## config.mk

```make
export PLATFORM = sky130hd
export DESIGN_NAME = irq_injector
export DESIGN_NICKNAME = d
export VERILOG_FILES = /design/src/rtl/irq_inj_pkg.sv /design/src/rtl/irq_inj_channel.sv /design/src/rtl/irq_injector.sv
export SDC_FILE = /design/constraint.sdc
export NUM_CORES = 1
export LEC_CHECK = 0
export BUFFER_PORTS_ARGS = -buffer_cell sky130_fd_sc_hd__buf_2
export CORE_MARGIN = 10
export CORE_UTILIZATION = 50
export DETAILED_ROUTE_END_ITERATION = 8
export PLACE_DENSITY = 0.83
export SLEW_MARGIN = 10
export SYNTH_ARGS = -nofsm -noshare
export SYNTH_HDL_FRONTEND = slang
export SYNTH_SLANG_ARGS = --single-unit
```

## constraint.sdc

```tcl
create_clock -name clk -period 2.6 [get_ports clk]
set_input_delay 0.52 -clock clk [delete_from_list [all_inputs] [get_ports clk]]
set_output_delay 0.52 -clock clk [all_outputs]
set_load 0.01 [all_outputs]
```

## src/rtl/irq_inj_pkg.sv

```systemverilog
// Shared types and constants for the external-interrupt injector.
package irq_inj_pkg;

    typedef enum logic [1:0] {
        CH_IDLE   = 2'd0,
        CH_WAIT   = 2'd1,
        CH_ASSERT = 2'd2
    } ch_state_e;

    localparam logic [31:0] DEFAULT_ACK_ADDR = 32'h0000_7F20;
    localparam logic [31:0] WORD_MASK        = 32'hFFFF_FFFC;

endpackage

```

## src/rtl/irq_inj_channel.sv

```systemverilog
// One interrupt channel: PC-match edge detect, delay counter, fire budget
// and the IDLE/WAIT/ASSERT state machine driving a single irq line.
module irq_inj_channel
    import irq_inj_pkg::*;
#(
    parameter int unsigned DELAY_W = 8,
    parameter int unsigned CNT_W   = 4
) (
    input  logic               clk,
    input  logic               reset,
    input  logic               enable,
    input  logic [31:0]        macroscopic_pc,
    input  logic [31:0]        cfg_trig_pc,
    input  logic [DELAY_W-1:0] cfg_delay,
    input  logic [CNT_W-1:0]   cfg_count,
    input  logic               ack,
    output logic               irq,
    output logic               busy
);

    ch_state_e          r_state, w_state_nxt;
    logic [DELAY_W-1:0] r_cnt, w_cnt_nxt;
    logic [CNT_W-1:0]   r_fires, w_fires_nxt, w_fires_cur, r_count_seen;
    logic               r_match, r_init;
    logic               w_match, w_trigger, w_reload;

    assign w_match   = (macroscopic_pc & WORD_MASK) == (cfg_trig_pc & WORD_MASK);
    assign w_trigger = w_match && !r_match;

    // The budget reload is folded in combinationally so a trigger on the very
    // first edge after reset release already sees the configured count.
    assign w_reload    = (r_state == CH_IDLE) && (!r_init || (cfg_count != r_count_seen));
    assign w_fires_cur = w_reload ? cfg_count : r_fires;

    always_ff @(posedge clk or negedge reset) begin
        if (!reset) begin
            r_state      <= CH_IDLE;
            r_cnt        <= '0;
            r_fires      <= '0;
            r_count_seen <= '0;
            r_match      <= 1'b0;
            r_init       <= 1'b0;
        end else begin
            r_state <= w_state_nxt;
            r_cnt   <= w_cnt_nxt;
            r_fires <= w_fires_nxt;
            r_match <= w_match;
            r_init  <= 1'b1;
            if (r_state == CH_IDLE) begin
                r_count_seen <= cfg_count;
            end
        end
    end

    always_comb begin
        w_state_nxt = r_state;
        w_cnt_nxt   = r_cnt;
        w_fires_nxt = w_fires_cur;
        case (r_state)
            CH_IDLE: begin
                if (w_trigger && enable && (w_fires_cur != '0)) begin
                    if (cfg_delay == '0) begin
                        w_state_nxt = CH_ASSERT;
                    end else begin
                        w_state_nxt = CH_WAIT;
                        w_cnt_nxt   = cfg_delay - 1'b1;
                    end
                end
            end
            CH_WAIT: begin
                if (r_cnt == '0) begin
                    w_state_nxt = CH_ASSERT;
                end else begin
                    w_cnt_nxt = r_cnt - 1'b1;
                end
            end
            CH_ASSERT: begin
                // All-ones budget means unlimited and is never consumed.
                if (ack) begin
                    w_state_nxt = CH_IDLE;
                    if (r_fires != '1) begin
                        w_fires_nxt = r_fires - 1'b1;
                    end
                end
            end
            default: w_state_nxt = CH_IDLE;
        endcase
    end

    assign irq  = (r_state == CH_ASSERT);
    assign busy = (r_state != CH_IDLE);

endmodule

```

## src/rtl/irq_injector.sv

```systemverilog
// External-interrupt stimulus generator: NUM_CH PC-triggered channels plus
// the store-to-ACK_ADDR acknowledge decode shared by all of them.
module irq_injector
    import irq_inj_pkg::*;
#(
    parameter int unsigned NUM_CH   = 4,
    parameter int unsigned DELAY_W  = 8,
    parameter int unsigned CNT_W    = 4,
    parameter logic [31:0] ACK_ADDR = DEFAULT_ACK_ADDR
) (
    input  logic                       clk,
    input  logic                       reset,
    input  logic                       enable,
    input  logic [31:0]                macroscopic_pc,
    input  logic [31:0]                m_data_addr,
    input  logic [31:0]                m_data_wdata,
    input  logic [3:0]                 m_data_byteen,
    input  logic [32*NUM_CH-1:0]       cfg_trig_pc,
    input  logic [DELAY_W*NUM_CH-1:0]  cfg_delay,
    input  logic [CNT_W*NUM_CH-1:0]    cfg_count,
    output logic [NUM_CH-1:0]          irq,
    output logic                       interrupt,
    output logic [NUM_CH-1:0]          busy
);

    logic              w_ack_hit;
    logic              w_ack_all;
    logic [NUM_CH-1:0] w_ack;

    assign w_ack_hit = (|m_data_byteen) && ((m_data_addr & WORD_MASK) == ACK_ADDR);
    // A zero data word is the plain "sw $0" handler: acknowledge every channel.
    assign w_ack_all = (m_data_wdata == '0);

    always_comb begin
        w_ack = '0;
        for (int unsigned i = 0; i < NUM_CH; i++) begin
            w_ack[i] = w_ack_hit && (w_ack_all || m_data_wdata[i]);
        end
    end

    for (genvar g = 0; g < NUM_CH; g++) begin : g_ch
        irq_inj_channel #(
            .DELAY_W (DELAY_W),
            .CNT_W   (CNT_W)
        ) u_ch (
            .clk            (clk),
            .reset          (reset),
            .enable         (enable),
            .macroscopic_pc (macroscopic_pc),
            .cfg_trig_pc    (cfg_trig_pc[32*g +: 32]),
            .cfg_delay      (cfg_delay[DELAY_W*g +: DELAY_W]),
            .cfg_count      (cfg_count[CNT_W*g +: CNT_W]),
            .ack            (w_ack[g]),
            .irq            (irq[g]),
            .busy           (busy[g])
        );
    end

    assign interrupt = |irq;

endmodule

```

# --- Word-level counts from Yosys, hierarchy flattened ---
# Cells that the tools add are included.
# W data, S select, Z words.
totals:
  regBits: 77
  input_bits: 279
  output_inout_bits: 9
  wordCells: 195
classes:
  addsub: 12
  eq_ne: 41
  n_mux: 52
  reduce_logical: 69
ops:
  columns: ["operator", "count"]
  rows:
  - ["$eq A30 B30 Y1", 4]
  - ["$mux W8", 12]
  - ["$logic_not A8 Y1", 8]
  - ["$mux W4", 16]
  - ["$pmux W8 S2", 4]
  - ["$sub A8 B1 Y8 const B", 8]
  - ["$logic_not A32 Y1", 1]
  - ["$mux W2", 16]
  - ["$eq A30 B13 Y1 const B", 1]
  - ["$ne A2 B2 Y1 const B", 12]
  - ["$pmux W2 S3", 4]
  - ["$logic_and A1 B1 Y1", 21]
  - ["$ne A2 B1 Y1 const B", 8]
  - ["$ne A4 B4 Y1", 4]
  - ["$ne A4 B4 Y1 const B", 4]
  - ["$reduce_and A4 Y1", 4]
  - ["$reduce_bool A2 Y1", 8]
  - ["$reduce_bool A4 Y1", 4]
  - ["$sub A4 B1 Y4 const B", 4]
  - ["$reduce_and A3 Y1", 4]
  - ["$eq A2 B1 Y1 const B", 4]
  - ["$eq A2 B2 Y1 const B", 4]
  - ["$logic_not A2 Y1", 4]
  - ["$logic_or A1 B1 Y1", 8]
  - ["other kinds (2)", 7]

# --- Logic depth before layout (Yosys ltp) ---
logic_depth:
  ltp_word: 8
  mapped_depth: 10
  ltp_nobuf: 9

# --- Modules after synthesis ---
# A second synthesis with hierarchy kept.
unflattened:
  cells_unflattened: 810
  hier_area_um2: 7103.1
modules_own_cells:
  columns: ["module", "n_inst", "cells_each", "area_each_um2", "seq_area_each_um2"]
  rows:
  - ["irq_inj_channel at g_ch[0].u_ch ...", 2, 190, 1706.6, 500.5]
  - ["irq_inj_channel at g_ch[3].u_ch", 1, 201, 1746.7, 500.5]
  - ["irq_inj_channel at g_ch[2].u_ch", 1, 201, 1742.9, 500.5]
  - ["irq_injector", 1, 28, 200.2, 0.0]

# --- Worst setup path before layout ---
# No wires, ideal clock.
synth_timing:
  path_kind: "reg2reg"
  startpoint: "reg g_ch[1].u_ch.r_state[1]"
  endpoint: "reg g_ch[1].u_ch.r_cnt[6]"
  setup_ps: 120
  t_arrival_ps: 2239
  required_ps: 2480
  setup_slack_ps: 241
  stages_incl_launch_ff: 11
  path_buffers: 2
  period_less_slack_ps: 2359
  path_cell_list: "dfrtp_1 > nor2b_1 > clkbuf_1 > clkbuf_1 > mux2i_1 > ha_1 > o21ai_0 > nor2_1 > and4b_1 > a31oi_1 > and3_1"
synth_via:
  elab_chain_cells: 7
  word_cells_on_any_way: 12
  cone_classes: "eq/ne (4); mux (2); reduce/logical (6)"
synth_rtl:
  columns: ["item", "line", "text"]
  rows:
  - ["start: declaration", "irq_inj_channel.sv:21", "ch_state_e r_state, w_state_nxt;"]
  - ["start signal: assignment", "irq_inj_channel.sv:44", "r_state <= w_state_nxt;"]
  - ["$logic_not A2 Y1", "irq_inj_channel.sv:32, irq_inj_channel.sv:59", null]
  - ["$logic_and A1 B1 Y1", "irq_inj_channel.sv:32", "assign w_reload = (r_state == CH_IDLE) && (!r_init || (cfg_count != r_count_seen));"]
  - ["$mux W4", "irq_inj_channel.sv:33", "assign w_fires_cur = w_reload ? cfg_count : r_fires;"]
  - ["$reduce_bool A4 Y1", "irq_inj_channel.sv:61", "if (w_trigger && enable && (w_fires_cur != '0)) begin"]
  - ["$logic_and A1 B1 Y1", "irq_inj_channel.sv:61", null]
  - ["$ne A2 B2 Y1 (no line)", null, null]
  - ["$reduce_and A4 Y1 (no line)", null, null]
  - ["end signal: assignment", "irq_inj_channel.sv:45", "r_cnt <= w_cnt_nxt;"]
  - ["end: declaration", "irq_inj_channel.sv:22", "logic [DELAY_W-1:0] r_cnt, w_cnt_nxt;"]
# Parallel ways exist; a longest one is shown, timed or not.
# A chain may end at the register's enable or synchronous reset.

# --- Worst setup path after layout ---
layout_timing:
  startpoint: "in macroscopic_pc[31]"
  endpoint: "reg g_ch[3].u_ch.r_cnt[5]"
layout_via:
  elab_chain_cells: 6
layout_rtl:
  columns: ["item", "line", "text"]
  rows:
  - ["start: declaration", "irq_injector.sv:14", "input logic [31:0] macroscopic_pc,"]
  - ["$eq A30 B30 Y1", "irq_inj_channel.sv:27", "assign w_match = (macroscopic_pc & WORD_MASK) == (cfg_trig_pc & WORD_MASK);"]
  - ["$logic_and A1 B1 Y1", "irq_inj_channel.sv:28", "assign w_trigger = w_match && !r_match;"]
  - ["$logic_and A1 B1 Y1 (2 in a row)", "irq_inj_channel.sv:61", null]
  - ["$ne A2 B2 Y1 (no line)", null, null]
  - ["$reduce_and A4 Y1 (no line)", null, null]
  - ["end signal: assignment", "irq_inj_channel.sv:45", null]
  - ["end: declaration", "irq_inj_channel.sv:22", null]
# No other way between the ends.

==> metrics <==
Syn Nets=between 1000 and 1500; fraction of registers with async set/reset=between 90% and 100%; ys flop type=dfrtp_1; Initial Util=51.73%; Least-Margin Pin Slew=around 650 ps; post-layout minimum cycle time=2547 ps; CTS Buf Count=9; Worst Reg-to-Reg Cells=9; fin worst setup slack=roughly 53 ps; clock-pin slew on the worst setup and hold paths=about 60 ps; RSZ-0062 raised after global routing=false; post-synthesis cell count=829; Final Hold Fails=0; Worst Setup Start Kind=primary input; area share of the largest cell type after synthesis=27.80%; P_leak=about 4.3 nW; Final ANT Viol Nets=0; final setup fails=0; syn avg cell area=8.361 um2; Vias/cell=between 5 and 6; final clock skew=5.450 ps; Setup crit end kind=flop; H-Tree Depth=3; GR Util All Layers=between 20% and 30%; Synth Area in XOR/XNOR=17.69%; share of cells above drive strength 1=between 30% and 40%; final wirelength=24940 um; DIE WIDTH=137.7 um; Hold Path Class=in2async; count leader, synth=xnor2_1; post-route setup TNS=0 ps; largest cells by area after synthesis=dfrtp_1, xnor2_1, xor2_1, nor2_1, mux2i_1; FF+latch count, synth=77; CP Cell Sequence=buf_2 -> xor2_1 -> nor4_1 -> buf_4 -> nand4_1 -> nor4b_2 -> buf_4 -> o211ai_2 -> a221oi_1 -> o2bb2a_1; P&R area growth vs syn=33.57%; Max Cap Violations=0; Core Util, Final=69.09%; largest family of logic cells by synthesized area=simple AND/OR/NAND/NOR gates; DRT iter0 DRCs=669; worst-path maximum fanout=6; # IOs=288; Peak VDD IR=approximately 0.34 mV; DP HPWL=20870 um; vias in the first global route=7420; EDFF count, synth=0; # rows=42; Wirelength per Cell=18.52 um; first-pass GRT wire length=~38000 um; Critical Path Slowest Stage Cell=nor4_1; simple-gate area share of the yosys netlist=about a quarter; Tcrit/Tclk final=97.97%; drt pass-1 iters=5; share of the yosys chip area belonging to registers=between 20% and 30%; fmax=0.3926 GHz; routability cong.=1.021; Synth Area in Adders=2.166%; Max Slew Vio Count=0; die area=between 0.015 and 0.02 mm2; Post-CTS Setup Bufs=0; number of port buffers=275; Synthesis Warnings=0; Place WS=-236.7 ps; WS Path Type=in2reg; cell area after synthesis=0.006932 mm2; mux cell area share after synthesis=6.986%; Nets=1456; Die Height=~140 um; Vias=7734; Required @ worst endpoint=roughly 2900 ps; core area=0.01340 mm2; total power=around 3.8 mW; Sink Count=77; relative slew slack=about 56%; Netlist cell types=73; grt ovf=0; Synth area leader=dfrtp_1; power per cell area=~410 mW/mm2; CTS Buffer Depth=2; clock latency on the worst-skew pair=330 ps; Worst EP arrival=2820 ps; WHS=164.6 ps; cell mode on critical path=buf_4; DRC violations left=0; # hold bufs at CTS=0; slowest stage delay, CP=~450 ps; Synth top cells by count=xnor2_1, dfrtp_1, nor2_1, nand2_1, xor2_1; Fillers=between 1000 and 1500; Synth Area in Compound Gates=16.61%; status=finished, final reports clean; initial antenna violation count=3; pin count of the biggest net entering global routing=43; CTS tree=done; CTS Root Cell=clkbuf_16
[logic make-up after synthesis]
logic type	Yosys count
xor+xnor	140
flops	77
fa+ha+maj	12
simple gates	328
other cells	1
mux	46
compound gates	168
buf+inv	57
[placed cells by master, fill, tap and decap left out, types with 6 or more instances in the layout]
| cell | Yosys | routed |
|---|---|---|
| a21o_1 | 6 | 6 |
| a21oi_1 | 42 | 42 |
| a31oi_1 | 6 | 6 |
| and3_1 | 12 | 12 |
| buf_2 | 2 | 274 |
| buf_4 | 8 | 77 |
| clkbuf_16 | 0 | 9 |
| dfrtp_1 | 77 | 77 |
| ha_1 | 12 | 12 |
| inv_1 | 28 | 28 |
| mux2_2 | 18 | 18 |
| mux2i_1 | 27 | 27 |
| nand2_1 | 55 | 55 |
| nand2b_1 | 11 | 10 |
| nand3_1 | 21 | 21 |
| nand4_1 | 36 | 36 |
| nor2_1 | 73 | 73 |
| nor2b_1 | 6 | 6 |
| nor3_1 | 37 | 37 |
| nor4_1 | 35 | 34 |
| o211a_1 | 6 | 6 |
| o211ai_1 | 8 | 8 |
| o21a_1 | 6 | 6 |
| o21ai_0 | 35 | 35 |
| or3_1 | 6 | 6 |
| xnor2_1 | 95 | 95 |
| xor2_1 | 45 | 45 |
[final timing paths]
kind                                              start                            to  slack [ps]
max in group asynchronous                         reset         g_ch[1].u_ch.r_cnt[7]        1820
setup / recovery                     macroscopic_pc[31]         g_ch[3].u_ch.r_cnt[5]          50
setup reg to reg                g_ch[1].u_ch.r_state[0]         g_ch[1].u_ch.r_cnt[6]         180
hold / removal                                    reset         g_ch[2].u_ch.r_cnt[5]         160
hold reg to reg            g_ch[0].u_ch.r_count_seen[0]  g_ch[0].u_ch.r_count_seen[0]         500
min in group clk                           cfg_count[0]  g_ch[0].u_ch.r_count_seen[0]         450
[critical path: cells and delay by family]
family / cells / cell delay [ps]
buffers and inverters: 3 / 480
XOR/XNOR: 1 / 150
AND/OR/NAND/NOR: 3 / 900
AO/OA/AOI/OAI: 3 / 770
[state kept, by name, summed over array words and instances (netlist names)]
register and cells:
g_ch.u_ch.r_match 4, g_ch.u_ch.r_state 8, g_ch.u_ch.r_init 1, g_ch.u_ch.r_cnt 32, g_ch.u_ch.r_count_seen 16, g_ch.u_ch.r_fires 16
[layer usage]
metal | share of wire, % | track usage (%)
met5 | 0.080 | 0
met4 | 1.1 | 4.229
met3 | 10 | 7.065
met2 | 46 | 41.25
met1 | 42 | 32.63
[per-stage QoR]
stage | instance area, um2 | instances
after floorplan | 6932 | 829
after global placement | 8987 | 1330
after detailed placement | 8987 | 1330
after CTS | 9245 | 1345
after global routing | 9256 | 1346
final | 9259 | 1347
[power breakdown]
group / internal, mW / switching (mW) / leakage, nW
combinational: 0.568 / 0.580 / 3.27
sequential: 1.35 / 0.164 / 0.949
clock: 0.636 / 0.489 / 0.132
total: 2.55 / 1.23 / 4.35
[what timing repair did]
| action | CTS | global route |
|---|---|---|
| gates resized for setup | 0 | 2 |
| endpoints found under the hold margin | 0 | 0 |
| setup endpoints to repair | 0 | 2 |
[layout make-up]
| cell class | count | area, um2 | share of cell area [%] |
|---|---|---|---|
| diodes | 2 | 5.005 | 0.05405 |
| repair buffers | 352 | 1969 | 21.27 |
| flip-flops and latches | 77 | 1927 | 20.81 |
| clock inverters | 5 | 28.78 | 0.3108 |
| well taps | 176 | 220.2 | 2.378 |
| inverters | 30 | 112.6 | 1.216 |
| clock buffers | 10 | 229.0 | 2.473 |
| multi-input cells | 695 | 4767 | 51.49 |
No activity file was read; power rests on OpenSTA's default activity.
